`src/rtl/cache_mem_arbiter_if.sv`:
```
// cache_mem_arbiter_if
//   Bundles the icache/dcache request side and the shared memory port of
//   cache_mem_arbiter.
//   modport master : used by the arbiter (takes requests, drives the memory port)
//   modport slave  : used by the surrounding caches/memory model
//   Parameters: ADDR_W (line address width), LINE_W (cache line width)
interface cache_mem_arbiter_if #(
  parameter int ADDR_W = 20,
  parameter int LINE_W = 128
);
  logic              icache_request;
  logic              dcache_request;
  logic              hit_itlb_in;
  logic              hit_dtlb_in;
  logic [ADDR_W-1:0] itlb_physical_addr_in;
  logic [ADDR_W-1:0] dtlb_physical_addr_in;
  logic              dcache_re;
  logic              dcache_we;
  logic [LINE_W-1:0] dcache_to_mem_data_in;
  logic [LINE_W-1:0] data_from_mem;
  logic              mem_ready;
  logic [ADDR_W-1:0] mem_addr;
  logic [LINE_W-1:0] dcache_to_mem_data_out;
  logic              mem_we;
  logic              is_mem_req;
  logic [LINE_W-1:0] mem_to_icache_data;
  logic [LINE_W-1:0] mem_to_dcache_data;
  logic              is_icache_ready;
  logic              is_dcache_ready;
  logic              reset_mem_req;

  modport master (
    input  icache_request, dcache_request, hit_itlb_in, hit_dtlb_in,
           itlb_physical_addr_in, dtlb_physical_addr_in, dcache_re, dcache_we,
           dcache_to_mem_data_in, data_from_mem, mem_ready,
    output mem_addr, dcache_to_mem_data_out, mem_we, is_mem_req,
           mem_to_icache_data, mem_to_dcache_data, is_icache_ready,
           is_dcache_ready, reset_mem_req
  );

  modport slave (
    output icache_request, dcache_request, hit_itlb_in, hit_dtlb_in,
           itlb_physical_addr_in, dtlb_physical_addr_in, dcache_re, dcache_we,
           dcache_to_mem_data_in, data_from_mem, mem_ready,
    input  mem_addr, dcache_to_mem_data_out, mem_we, is_mem_req,
           mem_to_icache_data, mem_to_dcache_data, is_icache_ready,
           is_dcache_ready, reset_mem_req
  );
endinterface

```
`src/rtl/cache_mem_arbiter.sv`:
```
// cache_mem_arbiter
//   Single-port arbiter between the icache, the dcache and the shared
//   last-level memory port. One cache is granted at a time; the returned
//   line is captured into a per-cache fill register and a one-cycle
//   ready pulse plus a global reset_mem_req strobe close the transaction.
//   Ports:
//     clk   : rising-edge clock
//     reset : asynchronous active-low reset
//     bus   : cache_mem_arbiter_if.master (requests, TLB hits, memory port,
//             fill data, ready pulses)
//   Optional feature macro: ARB_ROUND_ROBIN_EN
//     defined   -> ties in IDLE go to the cache not granted last
//     undefined -> dcache has fixed priority
//
// state    | meaning
// ---------+-------------------------------------------------
// S_IDLE   | no grant, waiting for a qualified request
// S_GNT_I  | icache owns the memory port, waiting for mem_ready
// S_GNT_D  | dcache owns the memory port, waiting for mem_ready
// S_DONE_I | icache fill complete: ready pulse + reset_mem_req
// S_DONE_D | dcache access complete: ready pulse + reset_mem_req
module cache_mem_arbiter #(
  parameter int ADDR_W = 20,
  parameter int LINE_W = 128
) (
  input logic                 clk,
  input logic                 reset,
  cache_mem_arbiter_if.master bus
);
  localparam logic [2:0] S_IDLE   = 3'd0;
  localparam logic [2:0] S_GNT_I  = 3'd1;
  localparam logic [2:0] S_GNT_D  = 3'd2;
  localparam logic [2:0] S_DONE_I = 3'd3;
  localparam logic [2:0] S_DONE_D = 3'd4;

  logic [2:0]        state;
  logic [2:0]        state_nxt;
  logic              ireq_v;
  logic              dreq_v;
  logic              pick_d;
  logic [LINE_W-1:0] ifill;
  logic [LINE_W-1:0] dfill;

  assign ireq_v = bus.icache_request & bus.hit_itlb_in;
  assign dreq_v = bus.dcache_request & bus.hit_dtlb_in & (bus.dcache_re | bus.dcache_we);

`ifdef ARB_ROUND_ROBIN_EN
  // last_grant: 0 = icache, 1 = dcache. Starting at icache lets the
  // dcache take the first tie.
  logic last_grant;

  assign pick_d = dreq_v & (~ireq_v | ~last_grant);

  always_ff @(posedge clk or negedge reset) begin
    if (!reset) begin
      last_grant <= 1'b0;
    end else if (state == S_IDLE && (ireq_v || dreq_v)) begin
      last_grant <= pick_d;
    end
  end
`else
  assign pick_d = dreq_v;
`endif

  always_comb begin
    state_nxt = state;
    case (state)
      S_IDLE: begin
        if (pick_d)      state_nxt = S_GNT_D;
        else if (ireq_v) state_nxt = S_GNT_I;
      end
      // A dropped request wins over a same-cycle mem_ready: the requester
      // has already moved on, so no ready pulse is owed.
      S_GNT_I: begin
        if (!ireq_v)            state_nxt = S_IDLE;
        else if (bus.mem_ready) state_nxt = S_DONE_I;
      end
      S_GNT_D: begin
        if (!dreq_v)            state_nxt = S_IDLE;
        else if (bus.mem_ready) state_nxt = S_DONE_D;
      end
      S_DONE_I: state_nxt = S_IDLE;
      S_DONE_D: state_nxt = S_IDLE;
      default:  state_nxt = S_IDLE;
    endcase
  end

  always_ff @(posedge clk or negedge reset) begin
    if (!reset) begin
      state <= S_IDLE;
    end else begin
      state <= state_nxt;
    end
  end

  // Fill registers load only on a completing grant; a dcache write-back
  // leaves the dcache fill line untouched.
  always_ff @(posedge clk or negedge reset) begin
    if (!reset) begin
      ifill <= '0;
      dfill <= '0;
    end else begin
      if (state == S_GNT_I && ireq_v && bus.mem_ready) begin
        ifill <= bus.data_from_mem;
      end
      if (state == S_GNT_D && dreq_v && bus.mem_ready && !bus.dcache_we) begin
        dfill <= bus.data_from_mem;
      end
    end
  end

  always_comb begin
    bus.is_mem_req             = 1'b0;
    bus.mem_addr               = {ADDR_W{1'b0}};
    bus.mem_we                 = 1'b0;
    bus.dcache_to_mem_data_out = {LINE_W{1'b0}};
    bus.is_icache_ready        = 1'b0;
    bus.is_dcache_ready        = 1'b0;
    bus.reset_mem_req          = 1'b0;
    case (state)
      S_GNT_I: begin
        bus.is_mem_req = 1'b1;
        bus.mem_addr   = bus.itlb_physical_addr_in;
      end
      S_GNT_D: begin
        bus.is_mem_req             = 1'b1;
        bus.mem_addr               = bus.dtlb_physical_addr_in;
        bus.mem_we                 = bus.dcache_we;
        bus.dcache_to_mem_data_out = bus.dcache_to_mem_data_in;
      end
      S_DONE_I: begin
        bus.is_icache_ready = 1'b1;
        bus.reset_mem_req   = 1'b1;
      end
      S_DONE_D: begin
        bus.is_dcache_ready = 1'b1;
        bus.reset_mem_req   = 1'b1;
      end
      default: ;
    endcase
  end

  assign bus.mem_to_icache_data = ifill;
  assign bus.mem_to_dcache_data = dfill;
endmodule

```
`src/flat_wrapper.sv`:
```
// flat-port wrapper written by rule: the top's interface ports become plain ports
module cache_mem_arbiter_flat 
#(
  parameter int ADDR_W = 20,
  parameter int LINE_W = 128
)
  (clk, reset, bus_icache_request, bus_dcache_request, bus_hit_itlb_in, bus_hit_dtlb_in, bus_itlb_physical_addr_in, bus_dtlb_physical_addr_in, bus_dcache_re, bus_dcache_we, bus_dcache_to_mem_data_in, bus_data_from_mem, bus_mem_ready, bus_mem_addr, bus_dcache_to_mem_data_out, bus_mem_we, bus_is_mem_req, bus_mem_to_icache_data, bus_mem_to_dcache_data, bus_is_icache_ready, bus_is_dcache_ready, bus_reset_mem_req);
  cache_mem_arbiter_if #(.ADDR_W(ADDR_W), .LINE_W(LINE_W)) bus_i ();
  input logic clk;
  input logic reset;
  input wire logic [$bits(bus_i.icache_request)-1:0] bus_icache_request;
  input wire logic [$bits(bus_i.dcache_request)-1:0] bus_dcache_request;
  input wire logic [$bits(bus_i.hit_itlb_in)-1:0] bus_hit_itlb_in;
  input wire logic [$bits(bus_i.hit_dtlb_in)-1:0] bus_hit_dtlb_in;
  input wire logic [$bits(bus_i.itlb_physical_addr_in)-1:0] bus_itlb_physical_addr_in;
  input wire logic [$bits(bus_i.dtlb_physical_addr_in)-1:0] bus_dtlb_physical_addr_in;
  input wire logic [$bits(bus_i.dcache_re)-1:0] bus_dcache_re;
  input wire logic [$bits(bus_i.dcache_we)-1:0] bus_dcache_we;
  input wire logic [$bits(bus_i.dcache_to_mem_data_in)-1:0] bus_dcache_to_mem_data_in;
  input wire logic [$bits(bus_i.data_from_mem)-1:0] bus_data_from_mem;
  input wire logic [$bits(bus_i.mem_ready)-1:0] bus_mem_ready;
  output wire logic [$bits(bus_i.mem_addr)-1:0] bus_mem_addr;
  output wire logic [$bits(bus_i.dcache_to_mem_data_out)-1:0] bus_dcache_to_mem_data_out;
  output wire logic [$bits(bus_i.mem_we)-1:0] bus_mem_we;
  output wire logic [$bits(bus_i.is_mem_req)-1:0] bus_is_mem_req;
  output wire logic [$bits(bus_i.mem_to_icache_data)-1:0] bus_mem_to_icache_data;
  output wire logic [$bits(bus_i.mem_to_dcache_data)-1:0] bus_mem_to_dcache_data;
  output wire logic [$bits(bus_i.is_icache_ready)-1:0] bus_is_icache_ready;
  output wire logic [$bits(bus_i.is_dcache_ready)-1:0] bus_is_dcache_ready;
  output wire logic [$bits(bus_i.reset_mem_req)-1:0] bus_reset_mem_req;
  assign bus_i.icache_request = bus_icache_request;
  assign bus_i.dcache_request = bus_dcache_request;
  assign bus_i.hit_itlb_in = bus_hit_itlb_in;
  assign bus_i.hit_dtlb_in = bus_hit_dtlb_in;
  assign bus_i.itlb_physical_addr_in = bus_itlb_physical_addr_in;
  assign bus_i.dtlb_physical_addr_in = bus_dtlb_physical_addr_in;
  assign bus_i.dcache_re = bus_dcache_re;
  assign bus_i.dcache_we = bus_dcache_we;
  assign bus_i.dcache_to_mem_data_in = bus_dcache_to_mem_data_in;
  assign bus_i.data_from_mem = bus_data_from_mem;
  assign bus_i.mem_ready = bus_mem_ready;
  assign bus_mem_addr = bus_i.mem_addr;
  assign bus_dcache_to_mem_data_out = bus_i.dcache_to_mem_data_out;
  assign bus_mem_we = bus_i.mem_we;
  assign bus_is_mem_req = bus_i.is_mem_req;
  assign bus_mem_to_icache_data = bus_i.mem_to_icache_data;
  assign bus_mem_to_dcache_data = bus_i.mem_to_dcache_data;
  assign bus_is_icache_ready = bus_i.is_icache_ready;
  assign bus_is_dcache_ready = bus_i.is_dcache_ready;
  assign bus_reset_mem_req = bus_i.reset_mem_req;
  cache_mem_arbiter #(.ADDR_W(ADDR_W), .LINE_W(LINE_W)) u_core (.clk(clk), .reset(reset), .bus(bus_i));
endmodule
```
`config.mk`:
```
export PLATFORM = sky130hd
export DESIGN_NAME = cache_mem_arbiter_flat
export DESIGN_NICKNAME = d
export VERILOG_FILES = /design/src/rtl/cache_mem_arbiter_if.sv /design/src/rtl/cache_mem_arbiter.sv /design/src/flat_wrapper.sv
export SDC_FILE = /design/constraint.sdc
export NUM_CORES = 1
export LEC_CHECK = 0
export ABC_CLOCK_PERIOD_IN_PS = 2000
export CAP_MARGIN = 40
export CELL_PAD_IN_SITES_DETAIL_PLACEMENT = 1
export CELL_PAD_IN_SITES_GLOBAL_PLACEMENT = 2
export CORE_AREA = 5 5 273 275
export DETAILED_ROUTE_END_ITERATION = 16
export DIE_AREA = 0 0 278 280
export GPL_ROUTABILITY_DRIVEN = 0
export MAX_ROUTING_LAYER = met4
export PLACE_DENSITY_LB_ADDON = 0.1
export SLEW_MARGIN = 20
export SYNTH_ARGS = -nofsm -noshare
export SYNTH_HDL_FRONTEND = slang
export SYNTH_SLANG_ARGS = --single-unit
```
`constraint.sdc`:
```
create_clock -name clk -period 2 [get_ports clk]
set_clock_uncertainty 0.1 [all_clocks]
set_input_delay 0.5 -clock clk [delete_from_list [all_inputs] [get_ports clk]]
set_output_delay 0.5 -clock clk [all_outputs]
set_load 0.02 [all_outputs]
```
== Word level (Yosys, flattened, before mapping) ==
Index checks and enable logic that the tools add are counted.
Storage, ports and cells
  register bits: 259
  input port bits: 305
Cells by class
  equal/unequal tests: 7
  multiplexer cells: 14
  bitwise operators: 4
  reduce and logical (&&, ||, !) cells: 10
Operators with widths (number)
  $mux 128: 1
  $pmux 20 s2: 1
  $mux 3: 6
  $pmux 3 s3: 1
  $eq 3x2->1 const B: 2
  $ne 3x3->1 const B: 2
  $logic_and 1x1->1: 5
  $mux 1: 5
  $reduce_or 2->1: 2
  $and 1x1->1: 3
  $eq 3x1->1 const B: 1
  $eq 3x3->1 const B: 1
  $logic_not 3->1: 1
  $ne 3x1->1 const B: 1
  $reduce_and 3->1: 1
  $logic_not 1->1: 1
  $or 1x1->1: 1

== Logic depth before layout (Yosys ltp) ==
  depth after elaboration: 5
  depth in mapped cells: 5

== Worst setup path before layout ==
No wires, ideal clock.
  path type: register to output
  start: register u_core.state[0]
  end: output port bus_dcache_to_mem_data_out[100]
  arrival: 1421 ps
  required time: 1400 ps
  slack: -21 ps
  cell stages (with the launch flop): 5
  path buffers: 2
  path through: dfrtp_1 > nor3b_2 > buf_2 > clkbuf_1 > and2_1
On the way
  longest elaborated chain between the ends: 2
Ends and longest elaborated chain
  start: declaration: RTL line cache_mem_arbiter.sv:36  | logic [2:0] state;
  start signal: assignment: RTL line cache_mem_arbiter.sv:92  | state <= state_nxt;
  $eq 3x2->1: RTL line cache_mem_arbiter.sv:120  | case (state)
  $mux 128: RTL line cache_mem_arbiter.sv:120
  end: declaration: RTL line flat_wrapper.sv:23  | output wire logic [$bits(bus_i.dcache_to_mem_data_out)-1:0] bus_dcache_to_mem_data_out;
Every way passes these cells.

== Final worst setup path ==
  start: register u_core.state[0]
  end: output port bus_mem_addr[17]
On the way
  longest elaborated chain between the ends: 2
Ends and longest elaborated chain
  $eq 3x2->1 / $eq 3x1->1 (equally long branches): RTL line cache_mem_arbiter.sv:120
  $pmux 20 s2 (*): RTL line cache_mem_arbiter.sv:120
  end: declaration: RTL line flat_wrapper.sv:22  | output wire logic [$bits(bus_i.mem_addr)-1:0] bus_mem_addr;
Mark *: on every way between the ends. The rest lies on a longest branch, timed or not.

==> flow_summary.ini <==
[run_status]
status = finished with violations
violations = setup timing

[pwr]
powerDensity_mw_per_mm2 = 871
power.leakage_nw = 13.1
worst_ir_drop_vdd_v = 0.000469

[final_layout]
final-seq-area_mm2 = 0.00648
drive_gt1_frac = 0.380
n_fill_cell = 7788
multiInputGateArea_mm2 = 0.00429
area_growth_pct = 103
nNetsFinal = 1813
utilization = 0.307

[critical_path]
criticalPathCategory = reg2out
r2r_slack_ns = -0.21
start_kind = register
end_kind = primary output
crit_required_ns = 1.40
cp_max_fo = 8
worstPathArrival_ns = 2.07

[clocking]
htreeDepth = 2
clk_path_buf_depth = 3
root_buffer = clkbuf_16
clkLatencyLatePin_ns = 0.51
tritoncts = done
clk_pin_slew_ns = 0.06
cts_made_buffers = 34
cts.sinks = 259

[job]
cap_violations = 0

[detailed_routing]
via_per_inst = 3.65
met1_length_mm = 19.5
drc = 0
ant_nets = 0
top_layer = met4
wl_per_cell_um = 23.7
dr_wl_met2_mm = 34.0
dr_wl_met3_mm = 4.55
wirelength_mm = 59.3
first_pass_iters = 4
dr.first_iter.drc_count = 182
vias = 9139

[floorplan]
io_pins = 714
initial_utilization = 0.151
core_mm2 = 0.0721
die_w_um = 278
die-area_mm2 = 0.0778
die_h_um = 280
num_rows = 99

[global_routing]
grt_max_degree = 50
track_usage = 0.144
grt_overflow = 0
grt_pass1_wl_mm = 78.6
grt_antenna_before_repair = 15
grt_pass1_vias = 10305

[synthesis]
ys_seq_area_frac = 0.594
synth_xor_area_frac = 0
synth-compound-area-share = 0.0184
muxShareOfSynthArea = 0.264
synth_top_family_by_area = multiplexers
ys_types = 24
ys_ff_latch = 259
syn-cell-area_mm2 = 0.0109
syn_nets = 1035
yosys_warnings = 0
syn_avg_cell_area_um2 = 15.0
netlist_instances = 730
yosys.area_share.simple = 0.0848
synthAdderAreaFrac = 0

[placed_design]
hpwl_mm = 47.2
pre_cts_slack_ns = -0.537
numPortBuffers = 713

[timing]
rsz0062_at_grt = true
final_max_slew_viol_count = 0
slew_headroom = 0.732
holdWs_ns = 0.318
tightest_slew_ns = 0.401
finalSetupViolCount = 406
hold_viol_final = 0
finalCriticalPeriod_ns = 2.67
fmax_mhz = 375
fin_crit_sh = 1.33
setup_slack_ns = -0.670

[worst_hold_path]
min_path_type = in2async
-- Yosys cell counts, drive strengths merged --
cell	n	area [um2]
nor4	2	18.8
dfrtp	259	6480
o211ai	1	12.5
a22o	20	175
nand2	3	11.3
a211o	1	8.76
buf	31	372
and4bb	1	16.3
clkbuf	15	56.3
mux2	256	2880
nor2	2	7.51
or2	2	12.5
or3	1	6.26
nor3b	3	27.5
a21oi	1	5.00
and2	130	813
nor2b	2	12.5
-- power by group --
group	switching (mW)	internal [mW]	leakage, nW
sequential	0.483	6.27	3.38
clock	2.40	3.78	0.554
combinational	3.07	3.29	9.12
total	5.95	13.3	13.1
-- cell type report --
cell class                      instances  share of cell area
Clock buffer                           52              0.0461
Tap cell                              959              0.0542
Clock inverter                          8             0.00452
Sequential cell                       259               0.293
Timing Repair Buffer                  788               0.407
Multi-Input combinational cell        425               0.194
Antenna cell                           15             0.00170
-- worst max-delay path, stage by stage, from the launching register on --
cell	delay (ns)
dfrtp_1	0.41
buf_4	0.15
buf_6	0.11
nor3b_4	0.15
buf_6	0.15
buf_12	0.15
a22o_4	0.29
buf_12	0.14
-- flip-flops by register name, indices dropped and copies added, names as in the netlist --
register and count:
u_core.bus.mem_to_dcache_data 128, u_core.bus.mem_to_icache_data 128, u_core.state 3
-- final timing paths --
check / start / end / cells past startpoint
setup / recovery: u_core.state[0] / bus_mem_addr[17] / 7
hold / removal: reset / u_core.bus.mem_to_dcache_data[50] / 2
setup reg to reg: u_core.state[0] / u_core.bus.mem_to_icache_data[65] / 8
hold reg to reg: u_core.bus.mem_to_dcache_data[5] / u_core.bus.mem_to_dcache_data[5] / 1
max in group asynchronous: reset / u_core.bus.mem_to_dcache_data[3] / 3
min in group clk: u_core.bus.mem_to_dcache_data[5] / u_core.bus.mem_to_dcache_data[5] / 1
-- kinds of logic after synthesis --
group / after synthesis
AOI/OAI and AO/OA: 23
DFF: 259
buffers and inverters: 46
and+or+nand+nor: 146
muxes: 256
-- metrics by stage --
stage | std cells | instance area [um2] | total power [mW] | TNS, ns
global route | 2506 | 22100 | 20.3 | -140.67
detailed placement | 2404 | 19600 | 13.4 | -172.35
finish | 2506 | 22100 | 19.3 | -110.35
CTS | 2469 | 21000 | 19.9 | -131.19
floorplan | 730 | 10900 | 9.37 | 0
global placement | 2404 | 19600 | 13.4 | -173.10
-- cells in the final DEF (no fill, tap or decap), types with 30 or more instances in the layout --
| master | Yosys | routed |
|---|---|---|
| buf_12 | 10 | 35 |
| and2_1 | 130 | 89 |
| clkdlybuf4s15_2 | 0 | 30 |
| and2_4 | 0 | 41 |
| buf_4 | 10 | 55 |
| buf_6 | 5 | 66 |
| clkdlybuf4s50_1 | 0 | 303 |
| clkbuf_16 | 0 | 45 |
| dlymetal6s2s_1 | 0 | 256 |
| dfrtp_1 | 259 | 259 |
| mux2_2 | 237 | 237 |
-- per-layer routing --
metal,up-vias,track usage
met1,4566,0.132
li1,4117,-
met5,-,-
met4,0,0.0434
met2,403,0.277
met3,53,0.0518
-- repair_timing --
action                     4_1_cts  5_1_grt
resized for setup              408      507
pin swaps                        9       21
hold endpoints to repair        19        0
cloned                           2       14
buffers inserted                 2        9
setup endpoints to repair      409      446
hold buffers                     1        0
Note: power is estimated with default switching activity, not from simulation.
==> patch 1: new RTL, config.mk and constraints unchanged <==
`LINE_W` is set to 128 in 3 places; all go to 64.
--- a/src/rtl/cache_mem_arbiter_if.sv
+++ b/src/rtl/cache_mem_arbiter_if.sv
@@ -7,5 +7,5 @@
 interface cache_mem_arbiter_if #(
   parameter int ADDR_W = 20,
-  parameter int LINE_W = 128
+  parameter int LINE_W = 64
 );
   logic              icache_request;
--- a/src/rtl/cache_mem_arbiter.sv
+++ b/src/rtl/cache_mem_arbiter.sv
@@ -22,5 +22,5 @@
 module cache_mem_arbiter #(
   parameter int ADDR_W = 20,
-  parameter int LINE_W = 128
+  parameter int LINE_W = 64
 ) (
   input logic                 clk,
--- a/src/flat_wrapper.sv
+++ b/src/flat_wrapper.sv
@@ -3,5 +3,5 @@
 #(
   parameter int ADDR_W = 20,
-  parameter int LINE_W = 128
+  parameter int LINE_W = 64
 )
   (clk, reset, bus_icache_request, bus_dcache_request, bus_hit_itlb_in, bus_hit_dtlb_in, bus_itlb_physical_addr_in, bus_dtlb_physical_addr_in, bus_dcache_re, bus_dcache_we, bus_dcache_to_mem_data_in, bus_data_from_mem, bus_mem_ready, bus_mem_addr, bus_dcache_to_mem_data_out, bus_mem_we, bus_is_mem_req, bus_mem_to_icache_data, bus_mem_to_dcache_data, bus_is_icache_ready, bus_is_dcache_ready, bus_reset_mem_req);
Ports: changed (5 resized); port bits go from 714 to 394. The function was not compared with the original's and may differ.
==> patch 1 against the original RTL <==
- the run still ends with setup timing left
- wire length fell by 47%
- highest routed layer unchanged
- setup slack gained 0.22 ns
- sequential power decreased by 49%
- critical path type unchanged
- synthesized area down 49%
- total power fell by 44%
- sequential cell count shrank 128
- final area decreased by 41%
- largest power group is now clock
==> patch 1: results <==
group,metric,value,unit
logic_synthesis,ys_types,22,
grt,met2_usage,13.77,%
outcome,outcome,"finished, violations left",
pwr,p_leak,0.007217,uW
grt,grt_pass1_wl,42.43,mm
pwr,p_clk,3790,uW
hold_path,hold_path.class,"reg2reg",
final_layout,nonClkBufAreaFrac,41.18,%
grt,antenna_found_initial,3,
route,wirelength,31.51,mm
route,vias,5022,
route,wirelength_met1,11.58,mm
clocking,clockBufferDepth,2,
final_layout,num_antenna_cells,3,
setup_path,crit_buf_inv,4,
sta,finalSetupViolCount,130,
logic_synthesis,synthTopCellsByArea,"dfrtp_1 (58%), mux2_2 (24%), and2_1 (7.4%)",
final_layout,seq-cell-share,25.07,%
outcome,violations,"setup timing",
grt,grt_max_degree,36,
pwr,intPower,7475,uW
grt,grt_util_met3,4.310,%
logic_synthesis,yosysSeqAreaShare,58.40,%
sta,fin_ws,-0.4531,ns
pwr,ir_worst_vdd,592.8,uV
setup_path,critPathMaxStageDelay,0.44,ns
placement,dpl.hpwl,23.53,mm
grt,grt_pass1_vias,5728,
grt,use_met1,7.500,%
setup_path,cpMaxStageDelayCell,"dfrtp_2",
final_layout,multi_input_area_share,19.26,%
clocking,h-tree-depth,4,
sta,worst_pin_slew,0.4496,ns
final_layout,clock_buffers,18,
logic_synthesis,synthTopCellsByCount,"dfrtp_1 (131), mux2_2 (119), and2_1 (66)",
route,drt_iter0_markers,131,
[patch 1: repair_timing]
| action | in CTS | in global routing |
|---|---|---|
| buffers inserted | 16 | 10 |
| pin swaps | 12 | 18 |
| resized for setup | 464 | 229 |
| hold buffers | 1 | 0 |
| setup endpoints to repair | 257 | 324 |
| cloned | 6 | 8 |
| hold endpoints to repair | 27 | 0 |
[patch 1: stage by stage]
stage	setup slack, ns	hold WS (ns)	total power (uW)	std cells	cell area (um^2)
detailed placement	-0.5739	0.3738	6827	1752	10960
global route	-0.5848	0.4149	11320	1824	13080
CTS	-0.5419	0.3883	10990	1807	12220
floorplan	0.02584	0.1044	4770	389	5618
global placement	-0.5581	0.3704	6844	1752	10960
finish	-0.4531	0.4000	10720	1824	13080
[patch 1: logic make-up (layout without fill, tap and decap cells)]
family,after synthesis,after routing,synth area share [%]
buffers and inverters,25,498,3.054
flip-flops,131,131,58.40
AND/OR/NAND/NOR,82,82,9.363
AO/OA/AOI/OAI,23,23,3.500
multiplexers,128,128,25.68
other,0,3,0
[patch 1: worst paths after layout]
kind / start / end / cells past startpoint
max: u_core.state[0]$_DFFE_PN0P_ / bus_mem_addr[14] / 6
max in group asynchronous: reset / u_core.bus.mem_to_icache_data[51]$_DFFE_PN0P_ / 3
min in group asynchronous: reset / u_core.bus.mem_to_icache_data[41]$_DFFE_PN0P_ / 2
min reg2reg: u_core.bus.mem_to_icache_data[14]$_DFFE_PN0P_ / u_core.bus.mem_to_icache_data[14]$_DFFE_PN0P_ / 1
min: u_core.bus.mem_to_icache_data[14]$_DFFE_PN0P_ / u_core.bus.mem_to_icache_data[14]$_DFFE_PN0P_ / 1
max reg2reg: u_core.state[0]$_DFFE_PN0P_ / u_core.bus.mem_to_icache_data[33]$_DFFE_PN0P_ / 7
==> patch 2: new RTL, same settings <==
Made on the original files. Add a define of `ARB_ROUND_ROBIN_EN`.
--- a/src/rtl/cache_mem_arbiter.sv
+++ b/src/rtl/cache_mem_arbiter.sv
@@ -20,4 +20,6 @@
 // S_DONE_I | icache fill complete: ready pulse + reset_mem_req
 // S_DONE_D | dcache access complete: ready pulse + reset_mem_req
+`define ARB_ROUND_ROBIN_EN
+
 module cache_mem_arbiter #(
   parameter int ADDR_W = 20,
Function: changed (Yosys sat finds a counterexample within 4 cycles, from zero or initial values and one cycle with reset low).
==> patch 2 against the original RTL <==
- the run still ends with setup timing left
- sequential cell count is 1 higher
- worst hold slack improved by 0.063 ns
- synthesized cell count rose by 0.82%
- first-iteration DRC count shrank 0.55%
- synthesized area is 0.41% higher
- global-route usage grew 0.22 points
- sequential power about the same
- final cell count decreased by 0.12%
- combinational power down 3%
- setup slack improved by 0.072 ns
- wire length is 2.6% lower
- total power is 0.26% lower
- final area fell by 3.4%
- critical path type unchanged
- critical endpoint is now bus_dcache_to_mem_data_out[104]
- largest power group unchanged
==> patch 2: results <==
group,metric,value,unit
outcome,outcome,"finished, violations left",
outcome,violations,"setup timing",
grt,use_met1,13.14,%
grt,grt_pass1_vias,10420,
placement,dpl_worst_slack,-0.5076,ns
placement,numPortBuffers,713,
grt,antenna_found_initial,16,
sta,relSlewSlack,69.51,%
placement,placed_cells,2426,
placement,dpl_cell_area,0.01992,mm^2
setup_path,cp_max_fo,33,
flow_run,max_cap_violations,0,
route,drt_iter0_markers,181,
route,vias,9122,
setup_path,reg2regPathDepth,8,
hold_path,hold_path.class,"reg2reg",
clocking,cts-buffers-inserted,35,
logic_synthesis,yosysSeqAreaShare,59.34,%
route,vias_per_cell,3.644,
logic_synthesis,synthTopCellsByCount,"dfrtp_1 (260), mux2_2 (136), and2_1 (129)",
logic_synthesis,synth_compound_area_share,1.917,%
setup_path,cpMaxStageDelayCell,"dfrtp_1",
clocking,path_clk_slew,0.06,ns
grt,grt_usage,14.59,%
grt,met2_usage,27.86,%
logic_synthesis,syn_avg_cell_area,14.90,um^2
final_layout,final-seq-area,0.006506,mm^2
final_layout,fillCellCount,7823,
logic_synthesis,syn-num-nets,1041,
logic_synthesis,synthAdderAreaFrac,0,%
clocking,clock_latency,0.52,ns
route,post_drt_wl_per_cell,23.08,um
grt,grt_pass1_wl,79.76,mm
final_layout,drive_gt1_share,33.36,%
setup_path,arrival,2.00,ns
grt,grt_max_degree,46,
sta,fin_ws,-0.5974,ns
pwr,ir_worst_vdd,497.2,uV
logic_synthesis,synthTopCellsByArea,"dfrtp_1 (59%), mux2_2 (14%), mux2_1 (12%)",
pwr,p_leak,0.009399,uW
route,drtPass1Iterations,4,
logic_synthesis,synth.mux.area_fraction,26.29,%
logic_synthesis,ys_types,29,
clocking,h-tree-depth,2,
final_layout,nNetsFinal,1814,
sta,finalSetupViolCount,664,
placement,dpl.hpwl,48.62,mm
setup_path,critPathMaxStageDelay,0.41,ns
grt,grt_util_met3,5.275,%
pwr,p_sw,5835,uW
logic_synthesis,synth-xor-area-share,0,%
clocking,cts_root_buf,"clkbuf_16",
## patch 2: worst reg2reg max path, stage by stage, from the launching register on
cell and delay, ns:
dfrtp_1 0.41, buf_4 0.18, nor3b_4 0.22, buf_6 0.14, buf_12 0.11, and4_4 0.26
buf_12 0.15, buf_12 0.19, mux2_2 0.36
## patch 2: layout make-up
class / count / area share [%]
well taps: 959 / 5.611
diodes: 9 / 0.1053
repair buffers: 785 / 38.49
flip-flops and latches: 260 / 30.43
clock buffers: 57 / 5.143
multi-input cells: 427 / 19.88
clock inverters: 6 / 0.3394
## patch 2: power groups by stage
stage                     registers (uW)  clock network (uW)  logic (uW)
final                               6730                6300        6200
after detailed placement            6840                   0        6290
after global routing                6860                6820        6540
after CTS                           6750                6610        6340
after global placement              6800                   0        6270
after floorplan                     7990                   0        1210
## patch 2: through the flow
stage               setup TNS [ns]  total power, uW
finish                     -147.17            19230
CTS                        -179.57            19700
global route               -201.17            20220
global placement           -126.42            13070
floorplan                   -1.350             9200
detailed placement         -128.35            13130
## patch 2: cell families (layout without fill, tap and decap cells)
family	count (synthesis)	count (layout)
buffers and inverters	49	848
flip-flops	260	260
multiplexers	256	256
AND/OR/NAND/NOR	146	146
AO/OA/AOI/OAI	25	25
other	0	9
## patch 2: final timing paths
path | startpoint | to | slack, ns
min in group asynchronous | reset | u_core.bus.mem_to_icache_data[29]$_DFFE_PN0P_ | 0.40
hold reg to reg | u_core.bus.mem_to_dcache_data[115]$_DFFE_PN0P_ | u_core.bus.mem_to_dcache_data[115]$_DFFE_PN0P_ | 0.38
setup reg to reg | u_core.state[2]$_DFFE_PN0P_ | u_core.bus.mem_to_icache_data[96]$_DFFE_PN0P_ | -0.24
max in group asynchronous | reset | u_core.bus.mem_to_icache_data[0]$_DFFE_PN0P_ | 0.79
setup / recovery | u_core.state[0]$_DFFE_PN0P_ | bus_dcache_to_mem_data_out[104] | -0.60
hold / removal | u_core.bus.mem_to_dcache_data[115]$_DFFE_PN0P_ | u_core.bus.mem_to_dcache_data[115]$_DFFE_PN0P_ | 0.38
## patch 2: metal layers
| layer | share of wire (%) | routed length [um] | vias to the layer above |
|---|---|---|---|
| li1 | - | - | 4115 |
| met1 | 32 | 18410 | 4516 |
| met2 | 56 | 32560 | 417 |
| met3 | 8.0 | 4629 | 74 |
| met4 | 3.7 | 2163 | 0 |
| met5 | 0 | 0 | - |
## patch 2: repair_timing
item                       in CTS  in global routing
setup endpoints to repair     664                665
gates cloned                    1                  0
hold endpoints to repair       35                  0
buffers inserted                2                  1
pin swaps                       6                  8
hold buffers                    1                  0
gates resized for setup       521                142
